$ cat config.mk
export PLATFORM = sky130hd
export DESIGN_NAME = fetch_unit
export DESIGN_NICKNAME = d
export VERILOG_FILES = /design/src/rtl/fetch_unit.sv
export SDC_FILE = /design/constraint.sdc
export NUM_CORES = 1
export LEC_CHECK = 0
export ABC_AREA = 1
export BUFFER_PORTS_ARGS = -buffer_cell sky130_fd_sc_hd__buf_4
export CAP_MARGIN = 20
export CORE_MARGIN = 5
export CORE_UTILIZATION = 60
export CTS_CLUSTER_DIAMETER = 120
export CTS_CLUSTER_SIZE = 20
export DETAILED_ROUTE_END_ITERATION = 8
export PLACE_DENSITY = 0.87
export SLEW_MARGIN = 10
export SYNTH_ARGS = -nofsm -noshare
export SYNTH_HDL_FRONTEND = slang
export SYNTH_SLANG_ARGS = --single-unit
$ cat constraint.sdc
create_clock -name clk -period 13 [get_ports clk]
set_clock_uncertainty 0.2 [all_clocks]
set_input_delay 2.6 -clock clk [delete_from_list [all_inputs] [get_ports clk]]
set_output_delay 2.6 -clock clk [all_outputs]
set_load 0.03 [all_outputs]
$ cat src/rtl/fetch_unit.sv
// fetch_unit: request/response instruction fetch engine with a small prefetch
// FIFO and a full RV32I branch/jump resolver. At most one fetch is outstanding;
// a taken, word-aligned control-flow result from execute flushes the FIFO and
// restarts fetch at the resolved target.
module fetch_unit #(
  parameter int              XLEN     = 32,
  parameter logic [XLEN-1:0] RESET_PC = '0,
  parameter int              DEPTH    = 2
) (
  input  logic            clk,
  input  logic            rst,
  output logic            imem_req,
  output logic [XLEN-1:0] imem_addr,
  input  logic            imem_rvalid,
  input  logic [31:0]     imem_rdata,
  output logic            instr_valid,
  input  logic            instr_ready,
  output logic [31:0]     instr,
  output logic [XLEN-1:0] instr_pc,
  input  logic            ex_valid,
  input  logic [1:0]      ex_kind,
  input  logic [2:0]      ex_funct3,
  input  logic [XLEN-1:0] ex_pc,
  input  logic [XLEN-1:0] ex_rs1,
  input  logic [XLEN-1:0] ex_rs2,
  input  logic [XLEN-1:0] ex_imm,
  output logic [XLEN-1:0] ex_link,
  output logic            misalign
);

  localparam int AW = (DEPTH > 1) ? $clog2(DEPTH) : 1;
  localparam int CW = AW + 1;

  typedef enum logic [1:0] {
    ISSUE   = 2'd0,
    WAIT    = 2'd1,
    DISCARD = 2'd2
  } state_t;

  state_t          state_reg;
  logic [XLEN-1:0] fetch_pc_reg;
  logic [XLEN-1:0] req_pc_reg;
  logic            misalign_reg;
  logic [AW-1:0]   rd_ptr_reg;
  logic [AW-1:0]   wr_ptr_reg;
  logic [CW-1:0]   count_reg;
  logic [31:0]     fifo_instr [DEPTH];
  logic [XLEN-1:0] fifo_pc    [DEPTH];

  logic            cond;
  logic            taken;
  logic [XLEN-1:0] jalr_sum;
  logic [XLEN-1:0] target;
  logic            redirect;
  logic            misaligned_now;
  logic            pop;
  logic            push;
  logic            issue;
  logic            fifo_full;

  // Resolver: evaluate the branch condition and the control-flow target.
  always_comb begin
    cond     = 1'b0;
    taken    = 1'b0;
    jalr_sum = ex_rs1 + ex_imm;
    target   = ex_pc + ex_imm;
    case (ex_funct3)
      3'b000:  cond = (ex_rs1 == ex_rs2);
      3'b001:  cond = (ex_rs1 != ex_rs2);
      3'b100:  cond = ($signed(ex_rs1) <  $signed(ex_rs2));
      3'b101:  cond = ($signed(ex_rs1) >= $signed(ex_rs2));
      3'b110:  cond = (ex_rs1 <  ex_rs2);
      3'b111:  cond = (ex_rs1 >= ex_rs2);
      default: cond = 1'b0;
    endcase
    case (ex_kind)
      2'd1:    taken = cond;
      2'd2:    taken = 1'b1;
      2'd3: begin
        taken  = 1'b1;
        target = {jalr_sum[XLEN-1:1], 1'b0};
      end
      default: taken = 1'b0;
    endcase
  end

  // A taken target with bit 1 set is reported instead of followed.
  assign redirect       = ex_valid & taken & ~target[1];
  assign misaligned_now = ex_valid & taken &  target[1];
  assign ex_link        = ex_pc + XLEN'(4);

  assign fifo_full   = (count_reg == CW'(DEPTH));
  assign instr_valid = (count_reg != '0);
  assign pop         = instr_valid & instr_ready & ~redirect;
  assign push        = (state_reg == WAIT) & imem_rvalid & ~redirect;
  // A pop in the same cycle frees a slot, so a full FIFO can still fetch.
  assign issue       = ~rst & (state_reg == ISSUE) & ~redirect & (~fifo_full | pop);

  assign imem_req  = issue;
  assign imem_addr = fetch_pc_reg;
  assign instr     = instr_valid ? fifo_instr[rd_ptr_reg] : '0;
  assign instr_pc  = instr_valid ? fifo_pc[rd_ptr_reg]    : '0;
  assign misalign  = misalign_reg;

  // Fetch sequencer: one request in flight, stale responses dropped after redirect.
  always_ff @(posedge clk) begin
    if (rst) begin
      state_reg    <= ISSUE;
      fetch_pc_reg <= RESET_PC;
      req_pc_reg   <= RESET_PC;
    end else if (redirect) begin
      fetch_pc_reg <= target;
      case (state_reg)
        WAIT, DISCARD: state_reg <= imem_rvalid ? ISSUE : DISCARD;
        default:       state_reg <= ISSUE;
      endcase
    end else begin
      case (state_reg)
        ISSUE: begin
          if (issue) begin
            req_pc_reg   <= fetch_pc_reg;
            fetch_pc_reg <= fetch_pc_reg + XLEN'(4);
            state_reg    <= WAIT;
          end
        end
        WAIT:    if (imem_rvalid) state_reg <= ISSUE;
        DISCARD: if (imem_rvalid) state_reg <= ISSUE;
        default: state_reg <= ISSUE;
      endcase
    end
  end

  // FIFO pointers and occupancy; a redirect empties the queue.
  always_ff @(posedge clk) begin
    if (rst || redirect) begin
      rd_ptr_reg <= '0;
      wr_ptr_reg <= '0;
      count_reg  <= '0;
    end else begin
      if (push) wr_ptr_reg <= wr_ptr_reg + AW'(1);
      if (pop)  rd_ptr_reg <= rd_ptr_reg + AW'(1);
      case ({push, pop})
        2'b10:   count_reg <= count_reg + CW'(1);
        2'b01:   count_reg <= count_reg - CW'(1);
        default: count_reg <= count_reg;
      endcase
    end
  end

  // FIFO storage: each response is stored with the address it was fetched from.
  always_ff @(posedge clk) begin
    if (push) begin
      fifo_instr[wr_ptr_reg] <= imem_rdata;
      fifo_pc[wr_ptr_reg]    <= req_pc_reg;
    end
  end

  // Misaligned-target report, one cycle after the offending execute op.
  always_ff @(posedge clk) begin
    if (rst) misalign_reg <= 1'b0;
    else     misalign_reg <= misaligned_now;
  end

endmodule

======== Yosys cells after proc, flatten, opt, wreduce, memory -nomap -nowiden ========
Memory sizes are Yosys's and may differ from the RTL's. A register that Yosys moved wholly into a read port is not among the register bits.
Cells that the tools add are included.
word-level totals
  register bits ........................... 71
  logic and storage cells ................. 86
  memories kept ........................... 2
  bits in writable memories ............... 128
cells by class
  bitwise gates (word level) .............. 15
  $lt $le $gt $ge ......................... 4
  multiplexer cells ....................... 21
  reduce and logical (&&, ||, !) cells .... 12
  equality and inequality tests ........... 17
  add/subtract/negate cells ............... 8
memory list
  name        words  width  read ports  clocked after Yosys merged registers in  wr ports  RTL line  text
  fifo_instr  2      32     1           1                                        1         47        logic [31:0] fifo_instr [DEPTH];
  fifo_pc     2      32     1           1                                        1         48        logic [XLEN-1:0] fifo_pc [DEPTH];
operators by type and width
  kind                                                 count
  2-to-1 mux 32 bit                                    6
  adder 32 x 3 -> 32 bit, second input constant        2
  adder 32 bit                                         2
  >= comparator 32 bit                                 2
  < comparator 32 bit                                  2
  equality test 32 bit                                 1
  != test 32 bit                                       1
  equality test 3 bit, second input constant           4
  bitwise AND 1 bit                                    10
  equality test 2 bit, second input constant           5
  2-to-1 mux 2 bit                                     5
  case mux 2 bit (2 select lines)                      2
  nonzero test 2 bit                                   4
  equality test 2 x 1 -> 1 bit, second input constant  3
  2-to-1 mux 1 bit                                     6
  case mux 1 bit (6 select lines)                      1
  NOT 1 bit                                            4
  AND reduction 2 bit                                  2
  OR reduction 2 bit                                   2
  equality test 3 x 1 -> 1 bit, second input constant  1
  logical NOT 3 bit                                    1
  != test 3 x 1 -> 1 bit, second input constant        1
  != test 3 bit, second input constant                 1
  AND reduction 3 bit                                  1
  other kinds (7)                                      8

======== Longest topological paths before layout ========
  depth after elaboration ................. 12
  gate-level depth with buffers ........... 28

======== Least setup slack after synthesis ========
No wires, ideal clock.
  kind .................................... input port to output port
  start point ............................. input port ex_pc[2]
  end point ............................... output port ex_link[30]
  data arrival time ....................... 4.930 ns
  setup slack ............................. 5.270 ns
  stages .................................. 13
  path buffers ............................ 0
  path through ............................ ha_1 nand3_1 nor2_1 nand2_1 nor2_1 nand4_1 nor4_1 nand4_1 nor3_2 nand4_1 nor2_1 nand3_1 xnor2_1
on the way
  longest elaborated chain between the ends .. 1
ends and longest elaborated chain
  item                    RTL line  text
  start, declared         23        input logic [XLEN-1:0] ex_pc,
  adder 32 x 3 -> 32 bit  90        assign ex_link = ex_pc + XLEN'(4);
  end, declared           27        output logic [XLEN-1:0] ex_link,
No other way between the ends.

======== Worst setup path in the final report ========
  start point ............................. input port ex_rs1[7]
  end point ............................... output port imem_req
on the way
  longest elaborated chain between the ends .. 9
ends and longest elaborated chain
  item                                                RTL line  text
  start, declared                                     24        input logic [XLEN-1:0] ex_rs1,
  >= comparator 32 bit, or another cell as far along  73        3'b111: cond = (ex_rs1 >= ex_rs2);
  case mux 1 bit (6 select lines) *                   67        case (ex_funct3)
  case mux 1 bit (2 select lines) *                   76        case (ex_kind)
  bitwise AND 1 bit * (2 in a row)                    88        assign redirect = ex_valid & taken & ~target[1];
  NOT 1 bit (no line) *                               --
  bitwise AND 1 bit                                   94        assign pop = instr_valid & instr_ready & ~redirect;
  OR 1 bit                                            97        assign issue = ~rst & (state_reg == ISSUE) & ~redirect & (~fifo_full | pop);
  bitwise AND 1 bit *                                 97
  end, declared                                       12        output logic imem_req,
Mark *: on every way between the ends. The rest lies on a longest branch, timed or not.

==> summary.txt <==
Die
  • Total Die Area: 25160 µm²
  • Total core area: 21760 µm²
  • Row count: 54
  • Die height: 158.6 µm
  • Floorplan die width: 158.6 µm
  • Top Ports: 301
  • Initial core utilization: 0.6092

STA
  • Final Hold Vio Count: 0
  • Worst rel slew slack: 0.3265
  • Finish-stage setup viols: 0
  • Number of max-slew violations in the final report: 0
  • Share of the cycle needed by the critical path after routing: 0.6418
  • Final critical-path required period: 8.343 ns
  • RSZ-0062 raised after global routing: no
  • Accumulated negative setup slack: 0 ns
  • Max frequency: 119.9 MHz
  • Slack of the critical path: 4.657 ns
  • Transition time at the pin with the least slew margin: 1.004 ns

Yosys
  • Number of distinct standard cells referenced by the synthesized netlist: 54
  • Cell types with the highest counts after synthesis: 392 x sky130_fd_sc_hd__nand2_1, 212 x sky130_fd_sc_hd__a21oi_1, 189 x sky130_fd_sc_hd__inv_1, 128 x sky130_fd_sc_hd__edfxtp_1, 123 x sky130_fd_sc_hd__o21ai_0
  • Number of flip-flops and latches in the synthesized netlist: 200
  • Net count after synthesis: 1976
  • Most instantiated library cell after synthesis: sky130_fd_sc_hd__nand2_1
  • Mapped Area: 13250 µm²
  • Most area-consuming cells after synthesis: sky130_fd_sc_hd__edfxtp_1 29%, sky130_fd_sc_hd__nand2_1 11%, sky130_fd_sc_hd__dfxtp_1 11%, sky130_fd_sc_hd__ha_1 9.3%, sky130_fd_sc_hd__a21oi_1 8.0%
  • Compound-gate portion of the synthesized area: 0.1653
  • Portion of synthesized cell area occupied by the leading cell type: 0.2900
  • Proportion of synthesized area in mux cells: 0.0007552
  • Synthesized area per cell: 7.769 µm²
  • Synthesized-area fraction occupied by adder cells: 0.09553
  • Proportion of synthesized flip-flops having asynchronous set or reset: 0
  • Xor/xnor cell area share of the yosys netlist: 0.04956
  • Main combinational cell family by area after synthesis: simple AND/OR/NAND/NOR gates
  • Number of warning messages in the yosys log: 0
  • Main flop type after synthesis: sky130_fd_sc_hd__edfxtp_1
  • Top cell type by total area after synthesis: sky130_fd_sc_hd__edfxtp_1
  • Number of synthesized flops with an enable pin: 128
  • Simple-gate portion of the synthesized area: 0.2181
  • Cell count after synthesis: 1706
  • Share of synthesized area occupied by flip-flops and latches: 0.3988

Hold path
  • Worst Hold Path EP: fifo_pc[1][2]$_DFFE_PP_
  • Source of the worst hold timing path: req_pc_reg[2]$_SDFFE_PP0P_
  • Number of instances on the worst hold path: 0
  • Type of the worst min-delay path: reg2reg

Placement
  • Placement Cell Area: 15710 µm²
  • Detailed placer's ending HPWL: 32.08 mm
  • GP Congestion: 0.9674
  • Placement-stage worst setup slack: 4.738 ns
  • Port buffer count: 300

Detailed routing
  • Post-DR wirelength/cell: 18.37 µm
  • Number of vias per cell: 5.804
  • Drt initial violations: 1286
  • ANT nets after route: 0
  • Via count of the routed design: 13210
  • DR pass1 iterations: 8
  • Wirelength, routed: 41.79 mm
  • DRC Markers: 0

Setup path
  • Kind of end point of the critical path: primary output
  • Worst-case register-to-register setup slack: 9.88 ns
  • Startpoint type of the worst setup path: input port
  • Cell with the largest stage delay on the worst path: sky130_fd_sc_hd__inv_1
  • Cell occurring most often along the worst timing path: sky130_fd_sc_hd__nand2_1
  • Maximum fanout count along the critical path: 27
  • Highest cell delay on the worst timing path: 0.38 ns
  • Kind of cell with the highest combined delay on the critical path: simple AND/OR/NAND/NOR gates
  • Depth of the most critical reg-to-reg path: 14
  • CP Class: in2out
  • Chain of cells forming the critical path: buf_4 -> ha_1 -> nand2_1 -> nor2_1 -> nand4_1 -> nor2_1 -> nand2_1 -> nand2_1 -> o21ai_1 -> inv_1 -> nand2_1 -> nor2_1 -> nand3_1 -> nand2_1 -> nand2_2 -> nand3_4 -> o211ai_4 -> inv_1 -> buf_4
  • Number of buffers and inverters on the critical path: 4
  • Required arrival time at the worst endpoint: 10.20 ns
  • Endpoint arrival time on the critical path: 5.54 ns
  • Start of the worst register-to-register path: imem_addr[2]$_SDFFE_PP0P_
  • CP Depth: 19
  • R2r endpoint: imem_addr[30]$_SDFFE_PP0P_

CTS
  • Buffers inserted by post-CTS timing repair: 0
  • Num CTS Buffers: 17
  • Count of instances resized after the clock tree is built: 0
  • CTS HTree Levels: 4
  • Clock tree from TritonCTS: yes
  • Worst-path clk slew: 0.08 ns
  • Count of hold buffers inserted by post-cts repair: 0
  • Buffer levels on the longest clock path: 2
  • Clock sink count: 200
  • Clock Latency Late Sink: 0.43 ns
  • Clock root buffer master: sky130_fd_sc_hd__clkbuf_16

Global route
  • Global-route usage over all layers: 0.3264
  • Met2 Usage GRT: 0.5782
  • Busiest layer in global routing: met2
  • Met1 demand-to-capacity share in global routing: 0.4125
  • Overflow left after global routing: 0
  • Number of antenna violations at the first check in global routing: 0
  • Via count of the first global-routing pass: 12980
  • Maximum number of pins on one net before global-route repair: 66
  • Wire length of the first global-routing pass: 65.75 mm
  • Routing usage on met3: 0.04539

Pwr
  • Worst voltage drop across the vdd grid: 88.94 µV
  • Static leakage: 0.007484 µW
  • Total power divided by cell area: 110.7 nW/µm²

Cells and area
  • Area growth from synthesis to layout: 22.94%
  • Top flop regs: fifo_instr: 64 flops, fifo_pc: 64 flops
  • Share of post-route cells with drive strength above 1: 0.1805
  • Antenna diode count: 0
  • Final nets: 2252
  • Post-Route Utilization: 0.7490
  • Post-Layout Inst Area: 16290 µm²

Outcome
  • Run status: finished, final reports clean

Run
  • Maximum Capacitance Violations: 0
through the flow:
stage,std cells,hold slack [ns],total power (µW)
6_report,2275,0.2593,1804
5_1_grt,2275,0.2705,1888
4_1_cts,2274,0.2592,1801
3_5_place_dp,2242,0.2399,1301
3_3_place_gp,2242,0.2322,1289
2_1_floorplan,1706,0.2264,1101
metal layers:
layer,vias to the layer above,part of all wire
met4,0,0.031
li1,6376,-
met5,-,0
met3,87,0.086
met2,654,0.49
met1,6088,0.39
cells by family after synthesis:
| family | count (synthesis) |
|---|---|
| DFF | 200 |
| AOI/OAI and AO/OA | 403 |
| xor gates and xnor gates | 75 |
| buffers and inverters | 245 |
| muxes | 1 |
| adders and majority gates | 100 |
| and+or+nand+nor | 682 |
worst max-delay path by stage:
stage | start | slack [ns] | end
2_1_floorplan | ex_pc[2] | 5.27 | ex_link[30]
4_1_cts | ex_rs1[7] | 4.71 | imem_req
3_5_place_dp | ex_rs1[7] | 4.74 | imem_req
5_1_grt | ex_pc[2] | 4.47 | ex_link[30]
6_report | ex_rs1[7] | 4.66 | imem_req
3_3_place_gp | ex_pc[2] | 4.85 | ex_link[30]
cells in the final DEF (no fill, tap or decap), types with 8 or more instances in the layout:
cell type and count:
sky130_fd_sc_hd__a21oi_1 212, sky130_fd_sc_hd__inv_1 189, sky130_fd_sc_hd__a31oi_1 18, sky130_fd_sc_hd__edfxtp_1 128, sky130_fd_sc_hd__o211ai_1 8, sky130_fd_sc_hd__xnor2_1 18
sky130_fd_sc_hd__nand4_1 23, sky130_fd_sc_hd__nor3_1 25, sky130_fd_sc_hd__xor2_1 57, sky130_fd_sc_hd__clkbuf_16 17, sky130_fd_sc_hd__ha_1 98, sky130_fd_sc_hd__buf_4 307
sky130_fd_sc_hd__nor2_1 111, sky130_fd_sc_hd__nand2_1 392, sky130_fd_sc_hd__dfxtp_1 71, sky130_fd_sc_hd__o21ai_0 123, sky130_fd_sc_hd__nand3_1 99
final cells by class:
cell class / count / area (µm²)
Sequential cell: 200 / 5286
Timing Repair Buffer: 308 / 2325
Inverter: 194 / 730.7
Fill cell: 1606 / 5461
Multi-Input combinational cell: 1261 / 7037
Clock inverter: 13 / 132.6
Clock buffer: 19 / 432.9
Tap cell: 280 / 350.3
worst reg2reg max path: stages, from the launching register on:
cell	delay, ns
sky130_fd_sc_hd__dfxtp_1	0.44
sky130_fd_sc_hd__ha_1	0.22
sky130_fd_sc_hd__nand2_1	0.11
sky130_fd_sc_hd__nor3_2	0.21
sky130_fd_sc_hd__nand2_1	0.17
sky130_fd_sc_hd__nor3_2	0.21
sky130_fd_sc_hd__nand3_1	0.16
sky130_fd_sc_hd__nor3_2	0.22
sky130_fd_sc_hd__nand3_1	0.14
sky130_fd_sc_hd__nor3b_1	0.24
sky130_fd_sc_hd__nand4_1	0.17
sky130_fd_sc_hd__nor2_1	0.15
sky130_fd_sc_hd__xor2_1	0.16
sky130_fd_sc_hd__o21ai_0	0.09
sky130_fd_sc_hd__nor3_1	0.14
report_power, final:
group          switching, µW  total [µW]  internal [µW]  leakage, µW
Combinational            355         549            194      0.00546
Sequential              33.3         750            717      0.00175
Clock                    249         505            256     0.000275
(Power assumes the default switching activity.)
